File: src/rtl/i2c_arb_pkg.sv
// Shared types and constants for the I2C master arbiter and its round-robin picker.
package i2c_arb_pkg;

  typedef enum logic [1:0] {
    IDLE  = 2'd0,
    GRANT = 2'd1,
    DRAIN = 2'd2
  } arb_state_e;

  localparam int DEF_NUM_REQ = 2;
  localparam int BYTE_W      = 8;

endpackage

File: src/rtl/i2c_arbiter_if.sv
// Requester-side and master-side signals of the I2C arbiter; the arbiter uses the slave modport.
interface i2c_arbiter_if #(
  parameter int NUM_REQ = 2
);
  localparam int IW = $clog2(NUM_REQ);

  logic [NUM_REQ-1:0]   req;
  logic [NUM_REQ-1:0]   req_enable;
  logic [NUM_REQ-1:0]   req_rw;
  logic [8*NUM_REQ-1:0] req_data_wr;
  logic [NUM_REQ-1:0]   gnt;
  logic [IW-1:0]        gnt_id;
  logic [NUM_REQ-1:0]   req_busy;
  logic [NUM_REQ-1:0]   req_ready;
  logic [7:0]           req_data_rd;
  logic                 m_enable;
  logic                 m_rw;
  logic [7:0]           m_data_wr;
  logic                 m_busy;
  logic                 m_ready;
  logic [7:0]           m_data_rd;
  logic                 timeout_err;

  modport slave (
    input  req, req_enable, req_rw, req_data_wr, m_busy, m_ready, m_data_rd,
    output gnt, gnt_id, req_busy, req_ready, req_data_rd,
           m_enable, m_rw, m_data_wr, timeout_err
  );

  modport master (
    output req, req_enable, req_rw, req_data_wr, m_busy, m_ready, m_data_rd,
    input  gnt, gnt_id, req_busy, req_ready, req_data_rd,
           m_enable, m_rw, m_data_wr, timeout_err
  );

endinterface

File: src/rtl/i2c_arbiter_rr_pick.sv
// Combinational round-robin picker: first set bit of req_i searching upward from last_i+1 with wrap.
module rr_pick #(
  parameter int N  = 2,
  parameter int IW = $clog2(N)
) (
  input  logic [N-1:0]  req_i,
  input  logic [IW-1:0] last_i,
  output logic [IW-1:0] idx_o,
  output logic          valid_o
);

  // Scan farthest-to-nearest so the nearest hit is the one that sticks.
  always_comb begin
    int j;
    idx_o   = '0;
    valid_o = 1'b0;
    j       = 0;
    for (int k = N; k >= 1; k--) begin
      j = (int'(last_i) + k) % N;
      if (req_i[IW'(j)]) begin
        idx_o   = IW'(j);
        valid_o = 1'b1;
      end
    end
  end

endmodule

File: src/rtl/i2c_arbiter.sv
// Round-robin arbiter sharing one I2C master among NUM_REQ requesters; grant held per transaction.
// Optional grant timeout enabled by defining I2C_ARB_TIMEOUT_EN.
module i2c_arbiter
  import i2c_arb_pkg::*;
#(
  parameter int NUM_REQ  = DEF_NUM_REQ,
  parameter int HOLD_MAX = 65535
) (
  input logic          clk,
  input logic          rst,
  i2c_arbiter_if.slave bus
);

  localparam int IW = $clog2(NUM_REQ);

  if (NUM_REQ < 2 || NUM_REQ > 8) begin : g_bad_num_req
    $error("i2c_arbiter: NUM_REQ must be 2..8");
  end
  if (HOLD_MAX < 1) begin : g_bad_hold_max
    $error("i2c_arbiter: HOLD_MAX must be >= 1");
  end

  arb_state_e         state_q, state_d;
  logic [NUM_REQ-1:0] gnt_q, gnt_d;
  logic [IW-1:0]      gnt_id_q, gnt_id_d;
  logic [NUM_REQ-1:0] elig;
  logic [IW-1:0]      pick_idx;
  logic               pick_vld;
  logic               in_grant;

`ifdef I2C_ARB_TIMEOUT_EN
  localparam int CW = $clog2(HOLD_MAX + 1);
  logic [CW-1:0]      cnt_q, cnt_d;
  logic               tmo_q, tmo_d;
  logic [NUM_REQ-1:0] blk_q, blk_d;

  // A revoked requester stays blocked until it lowers req once.
  assign elig            = bus.req & ~blk_q;
  assign bus.timeout_err = tmo_q;
`else
  assign elig            = bus.req;
  assign bus.timeout_err = 1'b0;
`endif

  rr_pick #(.N(NUM_REQ), .IW(IW)) u_pick (
    .req_i   (elig),
    .last_i  (gnt_id_q),
    .idx_o   (pick_idx),
    .valid_o (pick_vld)
  );

  always_ff @(posedge clk) begin
    if (rst) begin
      state_q  <= IDLE;
      gnt_q    <= '0;
      gnt_id_q <= IW'(NUM_REQ - 1);
`ifdef I2C_ARB_TIMEOUT_EN
      cnt_q    <= '0;
      tmo_q    <= 1'b0;
      blk_q    <= '0;
`endif
    end else begin
      state_q  <= state_d;
      gnt_q    <= gnt_d;
      gnt_id_q <= gnt_id_d;
`ifdef I2C_ARB_TIMEOUT_EN
      cnt_q    <= cnt_d;
      tmo_q    <= tmo_d;
      blk_q    <= blk_d;
`endif
    end
  end

  always_comb begin
    state_d  = state_q;
    gnt_d    = gnt_q;
    gnt_id_d = gnt_id_q;
`ifdef I2C_ARB_TIMEOUT_EN
    cnt_d    = cnt_q;
    tmo_d    = 1'b0;
    blk_d    = blk_q & bus.req;
`endif
    case (state_q)
      IDLE: begin
        if (pick_vld) begin
          gnt_d           = '0;
          gnt_d[pick_idx] = 1'b1;
          gnt_id_d        = pick_idx;
          state_d         = GRANT;
`ifdef I2C_ARB_TIMEOUT_EN
          cnt_d           = '0;
`endif
        end
      end
      GRANT: begin
`ifdef I2C_ARB_TIMEOUT_EN
        cnt_d = cnt_q + 1'b1;
`endif
        if (!bus.req[gnt_id_q]) begin
          gnt_d   = '0;
          state_d = DRAIN;
        end
`ifdef I2C_ARB_TIMEOUT_EN
        else if (cnt_d == CW'(HOLD_MAX)) begin
          gnt_d           = '0;
          state_d         = DRAIN;
          tmo_d           = 1'b1;
          blk_d[gnt_id_q] = 1'b1;
        end
`endif
      end
      DRAIN: begin
        // Wait for the master to finish whatever the previous owner started.
        if (bus.m_ready && !bus.m_busy) begin
          state_d = IDLE;
        end
      end
      default: begin
        state_d = IDLE;
        gnt_d   = '0;
      end
    endcase
  end

  assign in_grant = (state_q == GRANT);

  always_comb begin
    bus.m_enable  = 1'b0;
    bus.m_rw      = 1'b0;
    bus.m_data_wr = 8'h00;
    bus.req_busy  = '1;
    bus.req_ready = '0;
    if (in_grant) begin
      bus.m_enable            = bus.req_enable[gnt_id_q];
      bus.m_rw                = bus.req_rw[gnt_id_q];
      bus.m_data_wr           = bus.req_data_wr[{gnt_id_q, 3'b000} +: BYTE_W];
      bus.req_busy[gnt_id_q]  = bus.m_busy;
      bus.req_ready[gnt_id_q] = bus.m_ready;
    end
  end

  assign bus.gnt         = gnt_q;
  assign bus.gnt_id      = gnt_id_q;
  assign bus.req_data_rd = bus.m_data_rd;

endmodule

File: src/flat_wrapper.sv
// flat-port wrapper written by rule: the top's interface ports become plain ports
module i2c_arbiter_flat import i2c_arb_pkg::*;
#(
  parameter int NUM_REQ  = DEF_NUM_REQ,
  parameter int HOLD_MAX = 65535
)
  (clk, rst, bus_req, bus_req_enable, bus_req_rw, bus_req_data_wr, bus_m_busy, bus_m_ready, bus_m_data_rd, bus_gnt, bus_gnt_id, bus_req_busy, bus_req_ready, bus_req_data_rd, bus_m_enable, bus_m_rw, bus_m_data_wr, bus_timeout_err);
  i2c_arbiter_if #(.NUM_REQ(NUM_REQ)) bus_i ();
  input logic clk;
  input logic rst;
  input wire logic [$bits(bus_i.req)-1:0] bus_req;
  input wire logic [$bits(bus_i.req_enable)-1:0] bus_req_enable;
  input wire logic [$bits(bus_i.req_rw)-1:0] bus_req_rw;
  input wire logic [$bits(bus_i.req_data_wr)-1:0] bus_req_data_wr;
  input wire logic [$bits(bus_i.m_busy)-1:0] bus_m_busy;
  input wire logic [$bits(bus_i.m_ready)-1:0] bus_m_ready;
  input wire logic [$bits(bus_i.m_data_rd)-1:0] bus_m_data_rd;
  output wire logic [$bits(bus_i.gnt)-1:0] bus_gnt;
  output wire logic [$bits(bus_i.gnt_id)-1:0] bus_gnt_id;
  output wire logic [$bits(bus_i.req_busy)-1:0] bus_req_busy;
  output wire logic [$bits(bus_i.req_ready)-1:0] bus_req_ready;
  output wire logic [$bits(bus_i.req_data_rd)-1:0] bus_req_data_rd;
  output wire logic [$bits(bus_i.m_enable)-1:0] bus_m_enable;
  output wire logic [$bits(bus_i.m_rw)-1:0] bus_m_rw;
  output wire logic [$bits(bus_i.m_data_wr)-1:0] bus_m_data_wr;
  output wire logic [$bits(bus_i.timeout_err)-1:0] bus_timeout_err;
  assign bus_i.req = bus_req;
  assign bus_i.req_enable = bus_req_enable;
  assign bus_i.req_rw = bus_req_rw;
  assign bus_i.req_data_wr = bus_req_data_wr;
  assign bus_i.m_busy = bus_m_busy;
  assign bus_i.m_ready = bus_m_ready;
  assign bus_i.m_data_rd = bus_m_data_rd;
  assign bus_gnt = bus_i.gnt;
  assign bus_gnt_id = bus_i.gnt_id;
  assign bus_req_busy = bus_i.req_busy;
  assign bus_req_ready = bus_i.req_ready;
  assign bus_req_data_rd = bus_i.req_data_rd;
  assign bus_m_enable = bus_i.m_enable;
  assign bus_m_rw = bus_i.m_rw;
  assign bus_m_data_wr = bus_i.m_data_wr;
  assign bus_timeout_err = bus_i.timeout_err;
  i2c_arbiter #(.NUM_REQ(NUM_REQ), .HOLD_MAX(HOLD_MAX)) u_core (.clk(clk), .rst(rst), .bus(bus_i));
endmodule
File: config.mk
export PLATFORM = sky130hd
export DESIGN_NAME = i2c_arbiter_flat
export DESIGN_NICKNAME = d
export VERILOG_FILES = /design/src/rtl/i2c_arb_pkg.sv /design/src/rtl/i2c_arbiter_if.sv /design/src/rtl/i2c_arbiter_rr_pick.sv /design/src/rtl/i2c_arbiter.sv /design/src/flat_wrapper.sv
export SDC_FILE = /design/constraint.sdc
export NUM_CORES = 1
export LEC_CHECK = 0
export ABC_AREA = 1
export BUFFER_PORTS_ARGS = -buffer_cell sky130_fd_sc_hd__buf_2
export CAP_MARGIN = 20
export CORE_MARGIN = 2
export CORE_UTILIZATION = 32
export DETAILED_ROUTE_END_ITERATION = 16
export PLACE_DENSITY = 0.78
export REMOVE_ABC_BUFFERS = 1
export SLEW_MARGIN = 30
export SYNTH_ARGS = -nofsm -noshare
export SYNTH_HDL_FRONTEND = slang
export SYNTH_SLANG_ARGS = --single-unit
File: constraint.sdc
create_clock -name clk -period 1.12 [get_ports clk]
set_clock_uncertainty 0.05 [all_clocks]
set_input_delay 0.056 -clock clk [delete_from_list [all_inputs] [get_ports clk]]
set_output_delay 0.056 -clock clk [all_outputs]
set_load 0.01 [all_outputs]
## After elaboration in Yosys (flattened, before gate mapping)

Index checks and enable logic that the tools add are counted.

- Flip-flop bits (word level): 5
- Logic and storage cells: 59
- Bits of input ports: 34
- Output and inout bits: 26

- Reductions and logical operators: 8
- Bitwise gates (word level): 4
- Add/sub/neg operators: 2
- Shifts and indexed selects: 1
- Equality and inequality tests: 5
- Multiplexer cells: 30
- $lt $le $gt $ge: 6

Operator list:

| operator | count |
|---|---|
| $mux W1 | 18 |
| $shiftx A16 B5 Y8 | 1 |
| $mux W2 | 7 |
| $pmux W2 S3 | 2 |
| $mux W8 | 1 |
| $lt A1 B3 Y1 const B | 2 |
| $reduce_and A3 Y1 | 2 |
| $lt A1 B2 Y1 const B | 2 |
| $ne A2 B1 Y1 const B | 2 |
| $logic_and A1 B1 Y1 | 3 |
| $add A1 B1 Y1 const B | 2 |
| $and A2 B2 Y2 | 1 |
| $demux W1 S1 | 2 |
| $eq A2 B1 Y1 const B | 1 |
| $eq A2 B2 Y1 const B | 1 |
| $ge A1 B1 Y1 const B | 2 |
| $logic_not A2 Y1 | 1 |
| $ne A2 B2 Y1 const B | 1 |
| $not A2 Y2 | 1 |
| $or A2 B2 Y2 | 1 |
| $reduce_and A2 Y1 | 1 |
| $logic_not A1 Y1 | 1 |
| $not A1 Y1 | 1 |

## Longest topological paths before layout

- Depth in word-level cells: 12
- Mapped depth: 8
- Gate-level depth less buffers: 7

## Modules after synthesis

A second synthesis with hierarchy kept.

- Cell total of the unflattened synthesis: 95
- Area total of the unflattened synthesis: 584.3 sq um

Modules (own cells, without submodules):

| module | cells each | sequential area each (sq um) | instances | area an instance (sq um) |
|---|---|---|---|---|
| i2c_arbiter | 92 | 100.1 | 1 | 566.8 |
| rr_pick | 3 | 0.0 | 1 | 17.5 |

## Least setup slack after synthesis

No wires, ideal clock.

- Path kind: register -> output
- Start point: register u_core.gnt_id_q, in the netlist u_core.bus.gnt_id
- End point: output bus_req_ready[1]
- Cell stages (with the launch flop): 5
- Buffers on the path: 2
- Setup slack: -2 ps
- Data required time: 1014 ps
- Data arrival time: 1016 ps
- Path through: dfxtp_1 buf_6 inv_4 buf_2 nor3_1

- Word-level cells in the longest chain between the ends: 6
- Elaborated cells between the ends (all ways): 7
- Those cells by class: order compare: 2; mux: 3; bitwise: 1; reduce/logical: 1

Ends and longest elaborated chain:

| what | line | RTL |
|---|---|---|
| from (decl) | i2c_arbiter.sv:25 | `logic [IW-1:0] gnt_id_q, gnt_id_d;` |
| from (signal assigned) | i2c_arbiter.sv:56 | `gnt_id_q <= IW'(NUM_REQ - 1);` |
| from (signal assigned) | i2c_arbiter.sv:65 | `gnt_id_q <= gnt_id_d;` |
| $lt A1 B2 Y1 (implied by the code) / $ge A1 B1 Y1 (equally long branches) | i2c_arbiter.sv:138 | `bus.req_ready[gnt_id_q] = bus.m_ready;` |
| $logic_and A1 B1 Y1 (implied by the code) | i2c_arbiter.sv:138 |  |
| $mux W1 (implied by the code) | i2c_arbiter.sv:138 |  |
| $demux W1 S1 * | n/a |  |
| $and A2 B2 Y2 (no line) * | n/a |  |
| $mux W2 * | i2c_arbiter.sv:133 | `if (in_grant) begin` |
| to (decl) | flat_wrapper.sv:21 | `output wire logic [$bits(bus_i.req_ready)-1:0] bus_req_ready;` |

Mark *: on every way between the ends. The rest lies on a longest branch, timed or not.

## Worst setup path after layout

- Start point: register u_core.state_q[1]
- End point: output bus_req_busy[1]

- Word-level cells in the longest chain between the ends: 2

Ends and longest elaborated chain:

| what | line | RTL |
|---|---|---|
| from (decl) | i2c_arbiter.sv:23 | `arb_state_e state_q, state_d;` |
| from (signal assigned) | i2c_arbiter.sv:63 | `state_q <= state_d;` |
| $eq A2 B1 Y1 | i2c_arbiter.sv:125 | `assign in_grant = (state_q == GRANT);` |
| $mux W2 | i2c_arbiter.sv:133 |  |
| to (decl) | flat_wrapper.sv:20 | `output wire logic [$bits(bus_i.req_busy)-1:0] bus_req_busy;` |

No other way between the ends.

==> metrics.yaml <==
floorplanning:
  die_w_um: 44.3
  die_area_um2: 1970
  io_pins: 60
  row_count: 14
  die_h_um: 44.3
  start_util_pct: 34.2
  coreArea_um2: 1520
worst_setup_path:
  critPathLaunchType: "register"
  required_ps: 1010
  end_kind: "primary output"
  rr_worst_depth: 8
  cp_cell_sequence: "nor2_4 > buf_6 > nand3_2 > buf_6"
  ff2ff_setup_slack_ps: -50
  critPathSlowestCell: "dfxtp_4"
  r2r-start: "u_core.bus.gnt_id$_SDFFE_PP1P_"
  cp_max_fo: 4
  arrival_ps: 1170
  rr_endpoint: "u_core.bus.gnt[1]$_SDFFE_PP0P_"
  cp_slowest_stage_delay_ps: 360
  path_common_cell: "buf_6"
  critical_path_class: "register to primary output"
cts:
  clk_latency_ps: 250
  clk_pin_slew_ps: 40
  cts_tree: "done"
  root_buffer: "clkbuf_4"
  cts_made_buffers: 3
  h-tree-depth: 1
  clock-sinks: 5
  clockBufferDepth: 2
timing:
  fmax_ghz: 0.786
  period_share_pct: 114
  holdWs_ps: 62.1
  finalHoldViolCount: 0
  rsz0062_at_grt: "true"
  setup_slack_ps: -152
  slew_violations: 0
  fin_crit_ps: 1270
  setup_viol: 17
drt:
  dr.pass1.iters: 4
  post_drt_via_cell_ratio: 4.74
  drc: 0
  vias: 678
  drt_iter0_drc: 14
  antenna_left: 0
  routed_wl_mm: 1.85
  wire_per_inst_um: 12.9
placement:
  place_congestion: 0.775
  dpl.hpwl_mm: 1.17
  io_buffers: 42
worst_hold_path:
  hold_start: "bus_m_data_rd[0]"
  holdPathEnd: "bus_req_data_rd[0]"
  hold_path_depth: 0
  holdCritPathClass: "input pin to primary output"
synthesis:
  ys_ff_latch: 5
  synthTopCellsByArea: "nand2_1, dfxtp_1, a21oi_2, buf_4, a21oi_1"
  yosys.area.top_type_share_pct: 20.9
  synth_area_leader_cell: "nand2_1"
  yosysSeqAreaShare_pct: 19.2
  synth_area_um2: 520
  syn_avg_cell_area_um2: 6.51
  synth-edff-count: 0
  postSynthCellCount: 80
  netlist_top_cells_count: "nand2_1, a21oi_2, buf_4"
  async_flop_share_pct: 0
  synth.most_common_cell: "nand2_1"
  synthFlopType: "dfxtp_1"
  yosys_warnings: 0
  ys_types: 18
power_and_ir_drop:
  peakVddDrop_v: 0.000639
  p_leak_nw: 0.467
  power_density_nw_per_um2: 963
  power_w: 0.000870
global_routing:
  track_usage_pct: 17.8
  grt_pass1_vias: 669
  antenna_found_initial: 0
  grt_first_pass_wirelength_mm: 2.64
  grt_max_degree: 11
  grt_overflow: 0
outcome:
  violations: "negative setup slack"
  status: "finished with violations"
layout:
  diodes: 0
  fillers: 134
  nNetsFinal: 162
  drive_above_1_share_pct: 72.4
  fin_util_pct: 59.3
  syn_to_final_growth_pct: 73.6
flow_run:
  max_cap_violations: 0
per-layer routing:
layer	global-route usage, %	vias up	routed length, um	part of all wire, %
li1	-	340	-	-
met1	17.8	302	681	37
met2	32.9	36	1010	55
met3	7.76	0	155	8.4
met4	5.45	0	0	0
met5	0	-	0	0
layout make-up:
type,instances,area (um^2),area share (%)
multi-input combinational,55,362,40.0
timing repair buffer,55,347,38.4
sequential,5,109,12.0
inverter,7,33.8,3.74
clock buffer,4,26.3,2.91
tap,16,20.0,2.22
timing repair inverter,1,6.26,0.693
flip-flops by register name (all words and copies together), names as in the netlist:
name,cells
u_core.bus.gnt,2
u_core.state_q,2
u_core.bus.gnt_id,1
worst max-delay path: cells and delay by family (launching register included):
| family | cells | cell delay (ps) |
|---|---|---|
| buf+inv | 2 | 280 |
| simple gates | 2 | 280 |
| flops | 1 | 360 |
placed cells by master (no fill, tap or decap), types with 3 or more instances in the layout:
cell type / Yosys / routed
nand2_1: 29 / 25
buf_2: 2 / 40
buf_6: 2 / 5
a21oi_2: 10 / 15
nand2_2: 2 / 3
clkbuf_4: 0 / 3
inv_1: 4 / 3
nand2_4: 0 / 3
buf_4: 9 / 8
per-stage QoR:
stage / instances / TNS (ps) / setup WS, ps / cell area, um^2
2_1_floorplan: 67 / -509 / -143 / 420
3_3_place_gp: 129 / 0 / 107 / 681
3_5_place_dp: 129 / 0 / 75.0 / 681
4_1_cts: 140 / -1940 / -141 / 817
5_1_grt: 143 / -2940 / -205 / 903
6_report: 143 / -1890 / -152 / 903
report_power, final:
group	internal, W	leakage, nW	switching, W
sequential	0.000197	0.0423	0.0000198
clock	0.000135	0.0150	0.0000800
combinational	0.000203	0.410	0.000235
total	0.000535	0.467	0.000335
worst max path at each step:
| stage | from | endpoint | slack (ps) | cells after the start |
|---|---|---|---|---|
| 2_1_floorplan | u_core.bus.gnt_id$_SDFFE_PP1P_ | u_core.bus.gnt[0]$_SDFFE_PP0P_ | -140 | 7 |
| 3_3_place_gp | u_core.state_q[1]$_SDFFE_PP0P_ | u_core.bus.gnt[1]$_SDFFE_PP0P_ | 110 | 6 |
| 3_5_place_dp | u_core.state_q[0]$_SDFFE_PP0P_ | bus_req_ready[0] | 80 | 5 |
| 4_1_cts | u_core.state_q[0]$_SDFFE_PP0P_ | bus_req_busy[1] | -140 | 5 |
| 5_1_grt | u_core.state_q[1]$_SDFFE_PP0P_ | bus_m_data_wr[2] | -210 | 4 |
| 6_report | u_core.state_q[1]$_SDFFE_PP0P_ | bus_req_busy[1] | -150 | 4 |
timing repair:
item                                    CTS  global route
hold endpoints to repair                  4             0
resized for setup                        12            20
cloned                                    1             0
setup buffers                             5             3
hold buffers                              1             0
pin swaps                                 1             7
endpoints found under the setup margin   14            19
kinds of logic after synthesis:
logic type	after synthesis	synth area share, %
AOI/OAI and AO/OA	17	24.0
buffers and inverters	20	24.8
DFF	5	19.2
other	1	0.720
and+or+nand+nor	37	31.2
No activity file was read; power rests on OpenSTA's default activity.
